<file path="src/rtl/vga_pkg.sv">
// vga_pkg: 640x480 @ 60 Hz raster constants and the shared coordinate type.
// Optional feature macro used by vga_timing_gen: VGA_TIMING_FRAME_CNT_EN.
package vga_pkg;

    // Horizontal timing, in pixels.
    localparam int unsigned H_VISIBLE = 640;
    localparam int unsigned H_FP      = 16;
    localparam int unsigned H_SYNC    = 96;
    localparam int unsigned H_BP      = 48;

    // Vertical timing, in lines.
    localparam int unsigned V_VISIBLE = 480;
    localparam int unsigned V_FP      = 10;
    localparam int unsigned V_SYNC    = 2;
    localparam int unsigned V_BP      = 33;

    localparam int unsigned H_TOTAL  = H_VISIBLE + H_FP + H_SYNC + H_BP;
    localparam int unsigned V_TOTAL  = V_VISIBLE + V_FP + V_SYNC + V_BP;
    localparam int unsigned HS_START = H_VISIBLE + H_FP;
    localparam int unsigned HS_END   = HS_START + H_SYNC - 1;
    localparam int unsigned VS_START = V_VISIBLE + V_FP;
    localparam int unsigned VS_END   = VS_START + V_SYNC - 1;

    typedef logic [9:0] coord_t;

endpackage

</file>
<file path="src/rtl/vga_axis_counter.sv">
// vga_axis_counter: wrap counter for one raster axis. Counts 0..Total-1 when enabled,
// resets to Total-1 so the first enabled edge lands on 0. Exposes the next value so the
// parent can decode registered outputs that line up with the counter itself.
module vga_axis_counter
#(
    parameter int unsigned Total = 800
) (
    input  logic            vga_clk,
    input  logic            reset_n,
    input  logic            en,
    output vga_pkg::coord_t count,
    output vga_pkg::coord_t count_next,
    output logic            wrap
);
    import vga_pkg::*;

    localparam coord_t Last = coord_t'(Total - 1);

    // Next-value and wrap decode from the current count.
    always_comb begin
        wrap       = en && (count == Last);
        count_next = count;
        if (en) begin
            count_next = wrap ? '0 : count + 10'd1;
        end
    end

    // Counter register; reset parks it on the last position of the axis.
    always_ff @(posedge vga_clk or negedge reset_n) begin
        if (!reset_n) begin
            count <= Last;
        end else begin
            count <= count_next;
        end
    end

endmodule

</file>
<file path="src/rtl/vga_timing_gen.sv">
// vga_timing_gen: VGA raster timing from the pixel clock. Owns the X/Y counters and drives
// registered blank (1 = visible), active-low hs/vs, frame_start and frame_cnt.
// Macro VGA_TIMING_FRAME_CNT_EN: when defined, frame_cnt counts frame_start cycles
// (wrapping at 256); otherwise frame_cnt is tied to zero and no counter flops exist.
module vga_timing_gen
#(
    parameter int unsigned H_VISIBLE = vga_pkg::H_VISIBLE,
    parameter int unsigned H_FP      = vga_pkg::H_FP,
    parameter int unsigned H_SYNC    = vga_pkg::H_SYNC,
    parameter int unsigned H_BP      = vga_pkg::H_BP,
    parameter int unsigned V_VISIBLE = vga_pkg::V_VISIBLE,
    parameter int unsigned V_FP      = vga_pkg::V_FP,
    parameter int unsigned V_SYNC    = vga_pkg::V_SYNC,
    parameter int unsigned V_BP      = vga_pkg::V_BP
) (
    input  logic            vga_clk,
    input  logic            reset_n,
    output vga_pkg::coord_t DrawX,
    output vga_pkg::coord_t DrawY,
    output logic            blank,
    output logic            hs,
    output logic            vs,
    output logic            frame_start,
    output logic [7:0]      frame_cnt
);
    import vga_pkg::*;

    localparam int unsigned HTotal  = H_VISIBLE + H_FP + H_SYNC + H_BP;
    localparam int unsigned VTotal  = V_VISIBLE + V_FP + V_SYNC + V_BP;
    localparam coord_t      HVis    = coord_t'(H_VISIBLE);
    localparam coord_t      VVis    = coord_t'(V_VISIBLE);
    localparam coord_t      HsStart = coord_t'(H_VISIBLE + H_FP);
    localparam coord_t      HsEnd   = coord_t'(H_VISIBLE + H_FP + H_SYNC - 1);
    localparam coord_t      VsStart = coord_t'(V_VISIBLE + V_FP);
    localparam coord_t      VsEnd   = coord_t'(V_VISIBLE + V_FP + V_SYNC - 1);

    coord_t x_next;
    coord_t y_next;
    logic   h_wrap;
    logic   v_wrap;
    logic   blank_d;
    logic   hs_d;
    logic   vs_d;

    vga_axis_counter #(
        .Total (HTotal)
    ) u_h_cnt (
        .vga_clk    (vga_clk),
        .reset_n    (reset_n),
        .en         (1'b1),
        .count      (DrawX),
        .count_next (x_next),
        .wrap       (h_wrap)
    );

    vga_axis_counter #(
        .Total (VTotal)
    ) u_v_cnt (
        .vga_clk    (vga_clk),
        .reset_n    (reset_n),
        .en         (h_wrap),
        .count      (DrawY),
        .count_next (y_next),
        .wrap       (v_wrap)
    );

    // Decode flags from the next counter values so they register alongside DrawX/DrawY.
    always_comb begin
        blank_d = (x_next < HVis) && (y_next < VVis);
        hs_d    = !((x_next >= HsStart) && (x_next <= HsEnd));
        vs_d    = !((y_next >= VsStart) && (y_next <= VsEnd));
    end

    // Registered outputs; the vertical wrap is exactly the step into (0, 0).
    always_ff @(posedge vga_clk or negedge reset_n) begin
        if (!reset_n) begin
            blank       <= 1'b0;
            hs          <= 1'b1;
            vs          <= 1'b1;
            frame_start <= 1'b0;
        end else begin
            blank       <= blank_d;
            hs          <= hs_d;
            vs          <= vs_d;
            frame_start <= v_wrap;
        end
    end

`ifdef VGA_TIMING_FRAME_CNT_EN
    logic [7:0] frame_cnt_q;

    // Count frame_start cycles; the increment shows on the cycle after the pulse.
    always_ff @(posedge vga_clk or negedge reset_n) begin
        if (!reset_n) begin
            frame_cnt_q <= 8'd0;
        end else if (frame_start) begin
            frame_cnt_q <= frame_cnt_q + 8'd1;
        end
    end

    assign frame_cnt = frame_cnt_q;
`else
    assign frame_cnt = 8'd0;
`endif

endmodule

</file>
<file path="config.mk">
export PLATFORM = sky130hd
export DESIGN_NAME = vga_timing_gen
export DESIGN_NICKNAME = d
export VERILOG_FILES = /design/src/rtl/vga_pkg.sv /design/src/rtl/vga_axis_counter.sv /design/src/rtl/vga_timing_gen.sv
export SDC_FILE = /design/constraint.sdc
export NUM_CORES = 1
export LEC_CHECK = 0
export ABC_AREA = 1
export BUFFER_PORTS_ARGS = -buffer_cell sky130_fd_sc_hd__buf_4
export CAP_MARGIN = 25
export CORE_UTILIZATION = 45
export DETAILED_ROUTE_END_ITERATION = 8
export PLACE_DENSITY_LB_ADDON = 0.1
export SYNTH_ARGS = -nofsm -noshare
export SYNTH_HDL_FRONTEND = slang
export SYNTH_SLANG_ARGS = --single-unit
</file>
<file path="constraint.sdc">
create_clock -name vga_clk -period 2.5 [get_ports vga_clk]
set_input_delay 0.5 -clock vga_clk [delete_from_list [all_inputs] [get_ports vga_clk]]
set_output_delay 0.5 -clock vga_clk [all_outputs]
set_load 0.05 [all_outputs]
</file>
==> flow_metrics.tcl <==
set metrics [dict create \
    final_util_pct 55.2 \
    crit_cells 12 \
    combinational_family_with_the_most_area_after_synthesis "simple AND/OR/NAND/NOR gates" \
    ctsHtreeMaxLevel 1 \
    grt_first_pass_wirelength_mm 5.11 \
    hold_violations_final 0 \
    routed_length_per_placed_instance_um 11.8 \
    post_synth_main_area_contributors "dfstp_2, dfrtp_1, nand2_1" \
    crit_path_max_fanout 8 \
    detailedRoute.firstPassIterationCount 4 \
    final.period_utilization_pct 84.1 \
    slew_violations 0 \
    finClkSkew_ns 0.0118 \
    routed-via-count 1270 \
    critPathKind "reg -> reg" \
    post-route-drc-count 0 \
    max-vdd-ir-drop_mv 0.178 \
    critical-path-slowest-cell "dfstp_2" \
    antenna_cells_inserted 0 \
    tritoncts.num_buffers 3 \
    die_w_um 58.4 \
    worst_skew_pair.late_latency_ns 0.31 \
    cts_hold_buffers 0 \
    unrepaired_setup_endpoints_after_global_routing "no" \
    placement_rows 20 \
    floorplan.io_pins 34 \
    grt_antenna_before_repair 0 \
    first_iter_violations 51 \
    synth_warnings 0 \
    area_growth_syn_to_layout_pct 16.9 \
    synth_mux_area_share_pct 0 \
    routability_driven_placement_congestion_ratio 0.873 \
    hold_class "in -> async" \
    start_util_pct 47.2 \
    compound_gate_fraction_of_synth_area_pct 2.63 \
    achievable-frequency_mhz 476 \
    cts_tree "yes" \
    die_y_um 58.4 \
    worstPathCellList "ha_1 -> nand2_1 -> nor2_2 -> inv_2 -> nor2_2 -> buf_4 -> nand2_1 -> nand3_1 -> nor2_1 -> nand3_1 -> nor2_1 -> nand2_1" \
    endpoint_kind "flop" \
    dieArea_mm2 0.00340 \
    drt-total-wl_mm 3.06 \
    synthesis.area_mm2 0.00143 \
    root_buffer "clkbuf_4" \
    grt_overflow_total 0 \
    synth_adder_area_share_pct 3.50 \
    synth_xor_area_share_pct 4.12 \
    multi_input_gate_area_in_the_final_layout_um2 633 \
    clock-sinks 24 \
    design_power_total_uw 623 \
    cellLeakagePower_nw 0.862 \
    dpl.cell_count 256 \
    synth-simple-area-share_pct 32.0 \
    drt.antenna.violating_nets 0 \
    start_kind "flop" \
    max_cap_viol_count 0 \
    drt-vias-per-instance 4.88 \
    ys_types 22 \
    layout.nets 223 \
    vias_in_the_first_global_route 1141 \
    ys_ff_latch 24 \
    critical_path.n_buffers_inverters 2 \
    critical_path.most_common_cell "nand2_1" \
    n_fill_cell 300 \
    layout-drive-gt1-share_pct 23.6 \
    timing.critical_path.max_delay_family "simple AND/OR/NAND/NOR gates" \
    cp.arrival_ns 2.37 \
    setup_total_negative_slack_ns 0 \
    worst-endpoint-required_ns 2.77 \
    synth_top_area_share_pct 22.1 \
    synthCells 188 \
    core-area_mm2 0.00303 \
    powerDensity_mw_per_mm2 373 \
    detailed_place_hpwl_mm 2.43 \
    cts_max_path_buffers 2 \
    cp_slowest_stage_delay_ns 0.63 \
    gr-usage-all-layers_pct 19.8 \
    fin_hold_ws_ns 0.0613 \
    period_needed_ns 2.10 \
    grt_start_max_net_pins 25 \
    layout.cells.non_filler 260 \
    io_buffer_count 25 \
    syn_area_per_cell_um2 7.60 \
    synth.yosys.seq_area_share_pct 43.1 \
    status "completed" \
    post-cts-setup-buffer-count 0 \
    postCtsResizedCells 0 \
    post-synth-top-area-cell "dfstp_2" \
    worst_setup_hold_path_clk_slew_ns 0.13 \
    rr_worst_depth 12 \
    seqCellArea_um2 616 \
    finalSetupViolations 0 \
]
==> worst paths after layout <==
kind                                   from          endpoint  slack, ns
max                        u_h_cnt.count[0]                vs       0.40
min                                 reset_n  u_h_cnt.count[6]       0.06
max reg2reg                u_h_cnt.count[0]                vs       0.40
min reg2reg                u_v_cnt.count[2]  u_v_cnt.count[2]       0.56
max in group asynchronous           reset_n  u_h_cnt.count[4]       2.15
min in group vga_clk       u_v_cnt.count[2]  u_v_cnt.count[2]       0.56
==> layer usage <==
| layer | GRT usage, % | wire [um] |
|---|---|---|
| met1 | 24.9 | 1400 |
| met5 | 0 | 0 |
| met3 | 1.98 | 152 |
| met2 | 35.0 | 1490 |
| met4 | 8.16 | 18 |
==> layout by cell type, fill, tap and decap left out, types with 2 or more instances in the layout <==
cell type,Yosys,routed
nand2_1,46,46
inv_1,33,33
buf_4,9,27
nand3_1,23,23
nor2_1,21,21
dfrtp_1,12,12
dfstp_2,12,12
conb_1,1,8
nand4_1,6,6
o21ai_0,4,4
ha_1,4,4
nor2_2,3,3
xor2_1,3,3
clkbuf_4,0,3
nor3_1,2,2
xnor2_2,2,2
==> stage by stage <==
| stage | cell area (um^2) | setup WS, ns |
|---|---|---|
| after detailed placement | 1630 | 0.418 |
| after global routing | 1670 | 0.200 |
| after CTS | 1670 | 0.392 |
| after floorplan | 1460 | 0.481 |
| final | 1670 | 0.397 |
| after global placement | 1630 | 0.482 |
==> synthesized netlist by cell type (all sizes together) <==
cell type  number
a21oi           1
buf            10
conb            1
dfrtp          12
dfstp          12
ha              4
inv            34
nand2          47
nand3          24
nand4           6
nor2           24
nor3            2
o21ai           5
o21bai          1
xnor2           2
xor2            3
==> registers in the layout (all words and copies together), names as in the netlist <==
name           count
blank              1
hs                 1
u_v_cnt.count     10
vs                 1
u_h_cnt.count     10
frame_start        1
==> power breakdown <==
group / switching, mW / total, mW / internal, mW
Combinational: 0.0332 / 0.0343 / 0.00107
Clock: 0.111 / 0.199 / 0.0889
Sequential: 0 / 0.389 / 0.389
==> kinds of logic (layout without fill, tap and decap cells) <==
logic type,count (synthesis),after routing
DFF,24,24
and+or+nand+nor,103,103
xor gates and xnor gates,5,5
AOI/OAI and AO/OA,7,7
other,1,8
adders and majority gates,4,4
buffers and inverters,44,65
==> area by class of cell <==
class | instances | share of cell area, %
clock buffers | 4 | 2.17
multi-input cells | 127 | 37.9
well taps | 44 | 3.30
flip-flops and latches | 24 | 36.9
repair buffers | 27 | 12.1
inverters | 34 | 7.64
Power figures use the tool's default switching activity.
